==> src/rtl/next_pc_unit.sv <==
// next_pc_unit: fetch PC generator for the IF stage.
// Selects sequential fetch or a redirect (exception, branch, jump-register,
// jump), holds the PC while the hazard unit stalls, parks a redirect that
// arrives during a stall until the stall releases, issues IF/ID flush
// strobes and keeps a saturating count of applied redirects.
//
// Ports:
//   clk            system clock, rising edge
//   reset          synchronous active-high reset
//   stall          hold request from hazard unit
//   branch_taken   EX-stage branch resolved taken
//   branch_target  EX-stage branch target
//   jump           J/JAL decoded in ID
//   jump_index     26-bit instruction index from ID
//   jump_pc_plus_4 PC+4 of the jump instruction
//   jr             JR/JALR decoded in ID
//   jr_target      register value for JR
//   exception      exception request, highest priority
//   PC             current fetch address (registered)
//   flush_IF       kill IF/ID contents (combinational from inputs)
//   flush_ID       kill ID/EX contents (combinational from inputs)
//   addr_err       one-cycle pulse after a misaligned JR target
//   pending        a redirect is parked awaiting stall release
//   redirect_cnt   saturating count of applied redirects
module next_pc_unit #(
  parameter logic [31:0] RESET_VECTOR = 32'h0000_0000,
  parameter logic [31:0] EXC_VECTOR   = 32'h8000_0004,
  parameter int unsigned CNT_W        = 16
) (
  input  logic             clk,
  input  logic             reset,
  input  logic             stall,
  input  logic             branch_taken,
  input  logic [31:0]      branch_target,
  input  logic             jump,
  input  logic [25:0]      jump_index,
  input  logic [31:0]      jump_pc_plus_4,
  input  logic             jr,
  input  logic [31:0]      jr_target,
  input  logic             exception,
  output logic [31:0]      PC,
  output logic             flush_IF,
  output logic             flush_ID,
  output logic             addr_err,
  output logic             pending,
  output logic [CNT_W-1:0] redirect_cnt
);

  localparam logic [0:0] RUN  = 1'b0;
  localparam logic [0:0] PEND = 1'b1;

  localparam logic [CNT_W-1:0] CNT_MAX = {CNT_W{1'b1}};

  logic [0:0]  state, state_nxt;
  logic [31:0] pc_nxt;
  logic [31:0] stored_tgt, stored_tgt_nxt;
  logic        addr_err_nxt;
  logic        cnt_inc;
  logic        flush_if_raw, flush_id_raw;

  // Candidate redirect targets, word-aligned.
  logic [31:0] br_tgt, j_tgt, jr_tgt;
  logic        jr_misaligned;

  assign br_tgt        = {branch_target[31:2], 2'b00};
  assign j_tgt         = {jump_pc_plus_4[31:28], jump_index, 2'b00};
  assign jr_tgt        = {jr_target[31:2], 2'b00};
  assign jr_misaligned = |jr_target[1:0];

  // Low bits that target formation deliberately discards.
  logic unused_bits;
  assign unused_bits = ^{branch_target[1:0], jump_pc_plus_4[27:0]};

  // Highest-priority non-exception redirect seen while running.
  logic        run_redir;
  logic [31:0] run_tgt;

  assign run_redir = branch_taken | jr | jump;

  always_comb begin
    run_tgt = j_tgt;
    if (branch_taken) begin
      run_tgt = br_tgt;
    end else if (jr) begin
      run_tgt = jr_tgt;
    end
  end

  // State register and architectural state.
  always_ff @(posedge clk) begin
    if (reset) begin
      state        <= RUN;
      PC           <= RESET_VECTOR;
      stored_tgt   <= 32'h0;
      addr_err     <= 1'b0;
      redirect_cnt <= '0;
    end else begin
      state      <= state_nxt;
      PC         <= pc_nxt;
      stored_tgt <= stored_tgt_nxt;
      addr_err   <= addr_err_nxt;
      if (cnt_inc && (redirect_cnt != CNT_MAX)) begin
        redirect_cnt <= redirect_cnt + CNT_W'(1);
      end
    end
  end

  // Next-state, next-PC and flush decode.
  always_comb begin
    state_nxt      = state;
    pc_nxt         = PC;
    stored_tgt_nxt = stored_tgt;
    addr_err_nxt   = 1'b0;
    cnt_inc        = 1'b0;
    flush_if_raw   = 1'b0;
    flush_id_raw   = 1'b0;

    if (exception) begin
      // Exception overrides stall and discards any parked target.
      pc_nxt         = EXC_VECTOR;
      state_nxt      = RUN;
      stored_tgt_nxt = 32'h0;
      flush_if_raw   = 1'b1;
      flush_id_raw   = 1'b1;
      cnt_inc        = 1'b1;
    end else begin
      case (state)
        RUN: begin
          if (run_redir) begin
            flush_id_raw = branch_taken;
            addr_err_nxt = ~branch_taken & jr & jr_misaligned;
            if (stall) begin
              stored_tgt_nxt = run_tgt;
              state_nxt      = PEND;
            end else begin
              pc_nxt       = run_tgt;
              flush_if_raw = 1'b1;
              cnt_inc      = 1'b1;
            end
          end else if (!stall) begin
            pc_nxt = PC + 32'd4;
          end
        end

        PEND: begin
          // Only an older EX branch may replace the parked target; younger
          // jr/jump in ID are ignored here.
          if (branch_taken) begin
            flush_id_raw = 1'b1;
            if (stall) begin
              stored_tgt_nxt = br_tgt;
            end else begin
              pc_nxt       = br_tgt;
              state_nxt    = RUN;
              flush_if_raw = 1'b1;
              cnt_inc      = 1'b1;
            end
          end else if (!stall) begin
            pc_nxt       = stored_tgt;
            state_nxt    = RUN;
            flush_if_raw = 1'b1;
            cnt_inc      = 1'b1;
          end
        end

        default: begin
          state_nxt = RUN;
        end
      endcase
    end
  end

  assign flush_IF = flush_if_raw & ~reset;
  assign flush_ID = flush_id_raw & ~reset;
  assign pending  = (state == PEND);

endmodule

==> config.mk <==
export PLATFORM = sky130hd
export DESIGN_NAME = next_pc_unit
export DESIGN_NICKNAME = d
export VERILOG_FILES = /design/src/rtl/next_pc_unit.sv
export SDC_FILE = /design/constraint.sdc
export NUM_CORES = 1
export LEC_CHECK = 0
export ABC_AREA = 1
export CAP_MARGIN = 20
export CORE_UTILIZATION = 52
export CTS_BUF_LIST = sky130_fd_sc_hd__clkbuf_8
export DETAILED_ROUTE_END_ITERATION = 8
export MAX_ROUTING_LAYER = met4
export PLACE_DENSITY = 0.89
export REMOVE_ABC_BUFFERS = 1
export SKIP_LAST_GASP = 1
export SYNTH_ARGS = -nofsm -noshare
export SYNTH_HDL_FRONTEND = slang
export SYNTH_SLANG_ARGS = --single-unit
==> constraint.sdc <==
create_clock -name clk -period 2.7 [get_ports clk]
set_input_delay 0.54 -clock clk [delete_from_list [all_inputs] [get_ports clk]]
set_output_delay 0.54 -clock clk [all_outputs]
set_load 0.005 [all_outputs]
* Word-level counts from Yosys, hierarchy flattened *
Index checks and enable logic that the tools add are counted.

word-level totals
  register bits after elaboration = 82
  output and inout bits = 52

cells by class
  $add $sub $neg = 2
  equal/unequal tests = 9
  multiplexer cells = 26
  bitwise operators = 10
  reduce and logical (&&, ||, !) cells = 7

operator list
  kind                   count
  $mux 32                13
  $pmux 32 s2            2
  $add 32x3->32 const B  1
  $add 16x1->16 const B  1
  $ne 16x16->1 const B   1
  $ne 2x2->1 const B     6
  $mux 1                 8
  $ne 3x3->1 const B     2
  $pmux 1 s2             3
  $and 1x1->1            4
  $not 1->1              4
  $reduce_and 2->1       2
  $reduce_and 4->1       1
  $reduce_or 2->1        2
  $reduce_or 4->1        1
  $or 1x1->1             2
  $logic_and 1x1->1      1

* Logic depth before layout (Yosys ltp) *
  word-level depth = 6
  gate-level depth with buffers = 12
  mapped depth without buffers = 10

* Least setup slack after synthesis *
No wires, ideal clock.

  path type = in2out
  from = in reset
  to = out flush_ID
  data arrival time = 1.151 ns
  required time = 2.160 ns
  slack = 1.009 ns
  stages on the path = 3
  buffers on the path = 2
  path through = buf_2 -> buf_1 -> a21oi_1

on the way
  word-level cells in the longest chain between the ends = 2

ends and longest elaborated chain
  what         line  source
  from (decl)  31    input logic reset,
  $not 1->1    174   assign flush_ID = flush_id_raw & ~reset;
  $and 1x1->1  174
  to (decl)    43    output logic flush_ID,

Every way passes these cells.

* Worst setup path in the final report *
  from = in branch_taken
  to = out flush_ID

on the way
  word-level cells in the longest chain between the ends = 6

ends and longest elaborated chain
  what                      line  source
  from (decl)               33    input logic branch_taken,
  $or 1x1->1 (2 in series)  78    assign run_redir = branch_taken | jr | jump;
  $mux 1                    129   if (run_redir) begin
  $pmux 1 s2 (*)            127   case (state)
  $mux 1 (*)                118   if (exception) begin
  $and 1x1->1 (*)           174

Mark *: on every way between the ends. The rest lies on a longest branch, timed or not.

==> flow_metrics.tcl <==
set metrics [dict create \
    netlist_instances 917 \
    reg2reg_slack_ns 0.77 \
    rows 37 \
    timing.rr.start "PC[3]" \
    place_area_um2 7126 \
    skew_ns 0.01537 \
    cts_htree_levels 3 \
    cts_sinks 80 \
    setup_viol 0 \
    tightest_slew_ns 0.5369 \
    slew_viol_final 0 \
    vias 6648 \
    n_antenna_cell 0 \
    cts_tree "yes" \
    whs_path_depth 2 \
    cts_buffers 9 \
    power_density_nw_per_um2 383.9 \
    vias_per_cell 5.545 \
    tns_ns 0 \
    finalCriticalPeriod_ns 2.569 \
    regArea_um2 1602 \
    max_freq_mhz 389.2 \
    clk_latency_ns 0.36 \
    timing.hold.ws_ns 0.4562 \
    synthToLayoutAreaGrowth_pct 34.05 \
    status "finished clean" \
    io_pins 181 \
    initial_core_util_pct 53.20 \
    grt_pass1_wl_mm 28.99 \
    final_area_um2 7330 \
    hold_path.class "register to register" \
    wirelength_mm 17.55 \
    cts-root-buf "clkbuf_8" \
    relSlewSlack_pct 64.21 \
    synth_area_um2 5468 \
    nets 1189 \
    clk_pin_slew_ns 0.08 \
    drt_iter0_drc 432 \
    finalHoldViolations 0 \
    ys_warn_count 0 \
    layout-drive-gt1-share_pct 6.679 \
    firstDrtPassIters 5 \
    worstPathRequired_ns 2.16 \
    p_leak_nw 2.538 \
    grt_max_degree 48 \
    avgSynthCellArea_um2 5.963 \
    critPathMaxFanout 5 \
    die_y_um 104.5 \
    cp-end-kind "primary output" \
    coreArea_um2 10280 \
    timing.max_cap.violations 0 \
    antenna_found_initial 0 \
    rr_worst_depth 8 \
    final_util_pct 71.32 \
    grt_usage_pct 33.42 \
    grt-ovfl-total 0 \
    fillers 915 \
    grt_pass1_vias 5965 \
    hold_path_end "PC[1]" \
    timing.rr.end "PC[12]" \
    ys_seq_elements 80 \
    ys_seq_area_share_pct 29.29 \
    antenna_left 0 \
    die_w_um 104.5 \
    arrival_ns 2.03 \
    clockBufferDepth 2 \
    io_buffers 150 \
    place_congestion 0.9349 \
    multiInputGateArea_um2 3411 \
    peakVddDrop_mv 0.2307 \
    drc 0 \
    synth_cell_types 36 \
    period_share_pct 95.16 \
    rsz0062_at_grt "no" \
    avgRoutedWirePerCell_um 14.64 \
    post-dp-hpwl_mm 12.78 \
    path_class "input pin to primary output" \
    die_area_um2 10930 \
    start_kind "input pin" \
    hp-start "PC[1]" \
]
## area by class of cell
| type | instances | share of cell area, % |
|---|---|---|
| multi-input combinational | 735 | 46.53 |
| timing repair buffer | 175 | 23.59 |
| sequential | 80 | 21.85 |
| inverter | 57 | 2.953 |
| tap | 136 | 2.322 |
| clock buffer | 9 | 1.690 |
| clock inverter | 7 | 1.058 |
## synthesized netlist by cell type (all sizes together)
| cell | n | area (um^2) |
|---|---|---|
| dfxtp | 80 | 1602 |
| xor2 | 10 | 87.58 |
| or2 | 1 | 6.260 |
| nand2 | 321 | 1227 |
| a22oi | 1 | 7.510 |
| clkbuf | 18 | 67.56 |
| nor2 | 109 | 464.2 |
| a211oi | 2 | 15.01 |
| xnor2 | 6 | 52.55 |
| nor3 | 7 | 46.30 |
| nand3 | 78 | 390.4 |
| a21oi | 138 | 716.9 |
| nand4 | 10 | 62.56 |
| o211ai | 15 | 112.6 |
| nand3b | 1 | 7.510 |
| o21ai | 26 | 130.1 |
| ha | 2 | 25.02 |
| buf | 27 | 171.4 |
| o21bai | 1 | 7.510 |
| a31oi | 5 | 31.28 |
| nor3b | 2 | 20.02 |
| inv | 57 | 216.5 |
## layer usage
metal	wire length, um	GRT usage (%)	vias to the layer above
li1	-	-	3290
met1	7375	42.15	3043
met2	8295	55.01	292
met3	1536	5.178	23
met4	344	10.10	0
met5	0	-	-
## worst max-delay path, cell delays in order
cell	delay [ns]
clkdlybuf4s50_1	0.46
buf_4	0.17
inv_2	0.09
a21oi_1	0.22
clkdlybuf4s50_1	0.54
## flip-flops by register name (all words and copies together) (netlist names)
signal        cells
PC               32
addr_err          1
pending           1
redirect_cnt     16
stored_tgt       30
## layout by cell type, fill, tap and decap left out, types with 5 or more instances in the layout
| master | synthesis | final |
|---|---|---|
| nor2_1 | 102 | 102 |
| inv_1 | 48 | 48 |
| dfxtp_1 | 80 | 80 |
| xnor2_1 | 6 | 6 |
| xor2_1 | 10 | 10 |
| nor3_1 | 6 | 6 |
| o21ai_0 | 25 | 25 |
| clkbuf_8 | 0 | 9 |
| buf_4 | 6 | 22 |
| clkdlybuf4s50_1 | 0 | 149 |
| o211ai_1 | 15 | 15 |
| a21oi_2 | 7 | 7 |
| a21oi_1 | 131 | 131 |
| a31oi_1 | 5 | 5 |
| inv_2 | 8 | 8 |
| nand4_1 | 10 | 10 |
| nand2_1 | 316 | 316 |
| nand3_1 | 78 | 78 |
## timing repair
item,in CTS,in global routing
setup buffers,0,0
hold buffers,0,0
gates resized for setup,0,1
endpoints found under the setup margin,0,1
## power breakdown
| part | switching (mW) | internal (mW) | total (mW) |
|---|---|---|---|
| combinational | 0.309 | 0.303 | 0.611 |
| sequential | 0.0476 | 1.22 | 1.27 |
| clock | 0.499 | 0.438 | 0.937 |
| total | 0.856 | 1.96 | 2.81 |
## metrics by stage
step           power (mW)  worst slack (ns)  std cells
4_1_cts             2.818           0.03087       1199
5_1_grt             2.933            0.1239       1199
6_report            2.814            0.1307       1199
3_3_place_gp        1.884           0.02764       1183
3_5_place_dp        1.897           0.03249       1183
2_1_floorplan       1.547            0.5807        872
## kinds of logic after synthesis
| kind of cell | count (synthesis) | share of synthesized area (%) |
|---|---|---|
| and+or+nand+nor | 529 | 40.69 |
| AOI/OAI and AO/OA | 188 | 18.67 |
| buffers and inverters | 102 | 8.329 |
| DFF | 80 | 29.29 |
| xor gates and xnor gates | 16 | 2.563 |
| adders and majority gates | 2 | 0.4576 |
## how the worst max path moves through the flow
stage                       startpoint       end  slack (ns)
after floorplan                     jr  flush_IF        0.58
after global placement              jr  flush_IF        0.03
after detailed placement            jr     PC[3]        0.03
after CTS                 branch_taken  flush_IF        0.03
after global routing      branch_taken  flush_ID        0.12
final                     branch_taken  flush_ID        0.13
Power figures use the tool's default switching activity.
==> RTL change 1, RTL diff (same settings) <==
Set the parameter `EXC_VECTOR` to 32'h60000003 (it was 32'h8000_0004).
--- a/src/rtl/next_pc_unit.sv
+++ b/src/rtl/next_pc_unit.sv
@@ -25,5 +25,5 @@
 module next_pc_unit #(
   parameter logic [31:0] RESET_VECTOR = 32'h0000_0000,
-  parameter logic [31:0] EXC_VECTOR   = 32'h8000_0004,
+  parameter logic [31:0] EXC_VECTOR   = 32'h60000003,
   parameter int unsigned CNT_W        = 16
 ) (
Formal check against the unedited RTL: not equivalent (a bounded check fails within 4 cycles, from zero or initial values and one cycle with reset high).
==> RTL change 1 against the original RTL <==
Non-clock buffer count rose by 4. Setup slack lost 0.084 ns. Synthesized area down 4.0%. Sequential cell count down 1. First-iteration DRC count down 17%. Design area decreased by 1.9%. Wire length is 1.9% lower. Power grew 5.0%. Critical endpoint is now flush_IF. Highest routed layer unchanged.
==> RTL change 1: results (changes against the original RTL) <==
Synthesis
  – Netlist cell types: 35 (-2.8%)
  – Most used DFF post-synth: dfxtp_1
  – Ys async rst share: 0% (unchanged)
  – Sequential area share after synthesis: 30.1% (+0.83 points)
  – Syn avg cell area: 5.99 um^2 (+0.42%)
  – Commonest cells post-synth: nand2_1, a21oi_1, dfxtp_1, nand3_1, nor2_1
  – Dominant cells by area after synthesis: dfxtp_1, nand2_1, a21oi_1

Global routing
  – Vias in the first global route: 6,166 (+3.4%)
  – Routing usage on met3: 5.69% (+0.52 points)
  – First-pass GRT wire length: 28,100 um (-3.0%)
  – Largest net degree at the start of global routing: 55 (+15%)
  – Met1 Use GR: 42.6% (+0.46 points)
  – Met2 usage: 58.0% (+3.0 points)
  – All-layer global routing usage: 35.1% (+1.7 points)

Drt
  – Detailed Route Iter0 Violations: 357 (-17%)
  – Drt via density: 5.56 (+0.25%)
  – Met2 wire length: 8120 um (-2.1%)
  – Max layer used: met4
  – First-pass DRT Iterations: 8 (+3)
  – Post-Route WL: 17,200 um (-1.9%)
  – M1 wire length: 7200 um (-2.4%)
  – Met3 WL: 1540 um (+0.46%)

Cells and area
  – Final Non-Filler Cells: 1,160 (-3.3%)
  – Fill cells: 877 (-4.2%)
  – Layout cell share with drive strength beyond 1: 5.65% (-1.0 points)
  – Top flop regs: PC x31, stored_tgt x30, redirect_cnt x16

Placed design
  – Place WS: 0.0604 ns (+0.0279 ns)
  – Final Wtd Congestion: 0.950 (+1.6%)
  – Detail Placement HPWL: 12,200 um (-4.3%)
  – Placed instance count: 1,144 (-3.3%)

Pwr
  – Switch Pwr: 0.814 mW (-4.9%)
  – Peak supply drop: 0.260 mV (+13%)
  – Clk pwr share: 36.7% (+3.4 points)
  – Leak Pwr: 2.71 nW (+6.7%)

CTS
  – Post-cts repair resize count: 0 (unchanged)
  – H-tree levels: 3 (unchanged)
  – Post-CTS setup buffers: 0 (unchanged)

Min path
  – Hold EP: stored_tgt[17]$_SDFFE_PP0P_
  – Worst Hold Launch: stored_tgt[17]$_SDFFE_PP0P_

Setup path
  – Worst endpoint data arrival time: 2.11 ns (+0.08 ns)
  – Crit Path Max Fanout: 2 (-3)
  – Reg2Reg Depth: 9 (+1)
  – R2r setup slk: 0.58 ns (-0.19 ns)
  – CP top delay family: buffers and inverters
  – FF-to-FF End: PC[30]$_SDFFE_PP0P_
  – Critical R2R Launch: PC[2]$_SDFFE_PP0P_

Outcome
  – Status: complete, no violations

STA
  – Relative slew slack: 64.6% (+0.40 points)
  – Final Worst Setup Slack: 0.0465 ns (-0.0842 ns)
  – Clk_skew: 0.00931 ns (-0.00605 ns)
[RTL change 1: changes by cell type after synthesis, sizes merged, moves of 4 or more]
cell / change
a21oi: -34
buf: -11
o21ai: +28
clkbuf: +11
nand3b: +7
o211ai: +4
nand2: -4
nor2: -35
nand4: -6
inv: -7
[RTL change 1: logic make-up (layout without fill, tap and decap cells)]
| kind of cell | after synthesis | after routing | synth area share, % |
|---|---|---|---|
| AOI/OAI and AO/OA | 190 | 190 | 19.8 |
| and+or+nand+nor | 493 | 493 | 39.0 |
| DFF | 79 | 79 | 30.1 |
| adders and majority gates | 2 | 2 | 0.476 |
| xor gates and xnor gates | 17 | 17 | 2.84 |
| buffers and inverters | 96 | 246 | 7.72 |
[RTL change 1: final cells by class]
| cell class | instances | share of cell area (%) |
|---|---|---|
| clock inverters | 6 | 1.41 |
| repair buffers | 179 | 24.1 |
| clock buffers | 10 | 1.91 |
| multi-input cells | 702 | 45.6 |
| flip-flops and latches | 79 | 22.0 |
| inverters | 51 | 2.73 |
| well taps | 133 | 2.31 |
[RTL change 1: worst max-delay path by stage]
stage                  from                     endpoint
4_1_cts        branch_taken                     flush_IF
3_5_place_dp   branch_taken                     flush_IF
5_1_grt        branch_taken                     flush_IF
2_1_floorplan         stall  stored_tgt[11]$_SDFFE_PP0P_
6_report       branch_taken                     flush_IF
3_3_place_gp   branch_taken                     flush_IF
[RTL change 1: stage by stage]
stage	power, mW	hold WS [ns]	setup TNS (ns)	area [um^2]
finish	2.95	0.466	0	7190
global route	3.06	0.480	0	7190
CTS	2.94	0.465	0	7190
detailed placement	1.88	0.454	0	6950
global placement	1.87	0.449	0	6950
floorplan	1.53	0.441	-9.60	5040
[RTL change 1: worst min-delay path: stages, from the launching register on]
cell and delay, ns:
dfxtp_1 0.31, nand2_1 0.06, a21oi_1 0.05
==> RTL change 2, RTL diff (same settings) <==
Without the edit above. Make the reset (`reset`) asynchronous in one clocked block. Comments in the files are not updated.
--- a/src/rtl/next_pc_unit.sv
+++ b/src/rtl/next_pc_unit.sv
@@ -88,5 +88,5 @@
 
   // State register and architectural state.
-  always_ff @(posedge clk) begin
+  always_ff @(posedge clk or posedge reset) begin
     if (reset) begin
       state        <= RUN;
Function: differs if reset is asserted again (counterexample within 4 cycles, from zero or initial values and one cycle with reset high); with reset held inactive, the same outputs for 4 cycles.
==> RTL change 2 against the original RTL <==
Critical path type unchanged. Setup slack better by 0.0066 ns. Core utilization is 0.79 points higher. Wire length is 2.1% lower. Combinational power is 72% higher. Worst hold slack better by 0.072 ns. Power is 29% higher. Design area is 1.1% higher. Highest routed layer unchanged. Synthesized area is 0.21% higher. Sequential cell count is 2 lower. Clock skew is 0.0036 ns lower.
==> RTL change 2: results (changes against the original RTL) <==
Placed design
  – Placed inst area: 7170 um^2 (+0.56%)
  – Final Wtd Congestion: 0.989 (+5.8%)
  – Placed instance count: 1,047 (-11%)
  – Place WS: 0.139 ns (+0.107 ns)
  – Detail Placement HPWL: 12,400 um (-3.0%)
  – Port bufs: 148 (-1.3%)

Drt
  – First-pass DRT Iterations: 6 (+1)
  – Detailed Route Iter0 Violations: 456 (+5.6%)
  – Avg WL per Cell: 16.2 um (+10%)
  – Vias: 6,032 (-9.3%)
  – Post-Route WL: 17,200 um (-2.1%)

Cells and area
  – Count of multi-input gates: 572 (-22%)
  – Top flop regs: PC x30, stored_tgt x30, redirect_cnt x16
  – Invs w/o clock: 88 (+54%)
  – Fill cells: 851 (-7.0%)
  – Final net count: 1,053 (-11%)
  – Non-CTS buffers: 173 (-1.1%)
  – FF+latch area: 1950 um^2 (+22%)
  – Layout cell share with drive strength beyond 1: 10.1% (+3.5 points)
  – Buffering overhead: 23.0% (-0.56 points)
  – Final instance area: 7410 um^2 (+1.1%)
  – Clock-cell share of area: 3.31% (+0.56 points)
  – Fraction of area in multi-input gates: 40.5% (-6.0 points)

Synthesis
  – Synthesized flop and latch total: 78 (-2.5%)
  – Netlist cell types: 46 (+28%)
  – Dominant cells by area after synthesis: dfrtp_1, nand2_1, o21ai_0
  – Commonest cells post-synth: nand2_1, inv_1, dfrtp_1, o21ai_0, a21oi_1
  – Ys async rst share: 100% (+100 points)
  – Most used DFF post-synth: dfrtp_1
  – Syn Inst Count: 774 (-16%)
  – Sequential area share after synthesis: 35.6% (+6.3 points)

STA
  – Final Worst Setup Slack: 0.137 ns (+0.00662 ns)
  – Clk_skew: 0.0118 ns (-0.00359 ns)
  – Worst Max-Slew Pin Slew: 0.614 ns (+0.0769 ns)
  – WHS: 0.528 ns (+0.0718 ns)

Global routing
  – Initial antenna violation count: 0 (unchanged)
  – Largest net degree at the start of global routing: 60 (+25%)
  – All-layer global routing usage: 32.9% (-0.56 points)
  – Vias in the first global route: 5,754 (-3.5%)
  – First-pass GRT wire length: 28,100 um (-3.1%)

Setup path
  – Worst setup path end: flush_IF
  – FF-to-FF End: stored_tgt[8]$_DFFE_PP0P_
  – Crit path largest cell delay: 0.57 ns (+0.03 ns)
  – Crit end category: output pin
  – Critical Path Start: exception
  – Reg2Reg Depth: 7 (-1)
  – R2r setup slk: 0.68 ns (-0.09 ns)
  – Critical R2R Launch: pending$_DFF_PP0_
  – Crit Path Max Fanout: 6 (+1)

Pwr
  – Leak Pwr: 3.23 nW (+27%)
  – Peak supply drop: 0.433 mV (+88%)

Min path
  – Worst Hold Launch: stored_tgt[9]$_DFFE_PP0P_
  – Hold EP: stored_tgt[9]$_DFFE_PP0P_

Outcome
  – Status: complete, no violations

CTS
  – Post-cts repair resize count: 0 (unchanged)
  – H-tree levels: 3 (unchanged)
  – Post-CTS setup buffers: 0 (unchanged)
RTL change 2: cell count changes after synthesis, sizes merged, moves of 30 or more:
cell | unedited run | this run
a21oi | 138 | 41
dfrtp | 0 | 78
o21ai | 26 | 79
nand2 | 321 | 226
nor2 | 109 | 38
nand3 | 78 | 34
dfxtp | 80 | 0
inv | 57 | 87
RTL change 2: power by group:
group | internal (mW) | switching [mW]
clock network | 0.619 | 0.477
logic | 0.540 | 0.507
registers | 1.32 | 0.178
total | 2.48 | 1.16
RTL change 2: cell families after synthesis:
logic type                 synth area share [%]
and+or+nand+nor                            29.4
AOI/OAI and AO/OA                          21.3
buffers and inverters                      9.64
DFF                                        35.6
xor gates and xnor gates                   3.52
adders and majority gates                 0.457
other                                    0.0684
RTL change 2: layer usage:
layer	vias to the layer above	global-route usage, %	share of wire (%)	wire length [um]
met5	-	-	0	0
met4	0	12.3	2.5	426
met3	37	4.30	8.1	1390
met2	310	53.2	47	8130
met1	2798	42.2	42	7250
li1	2887	-	-	-
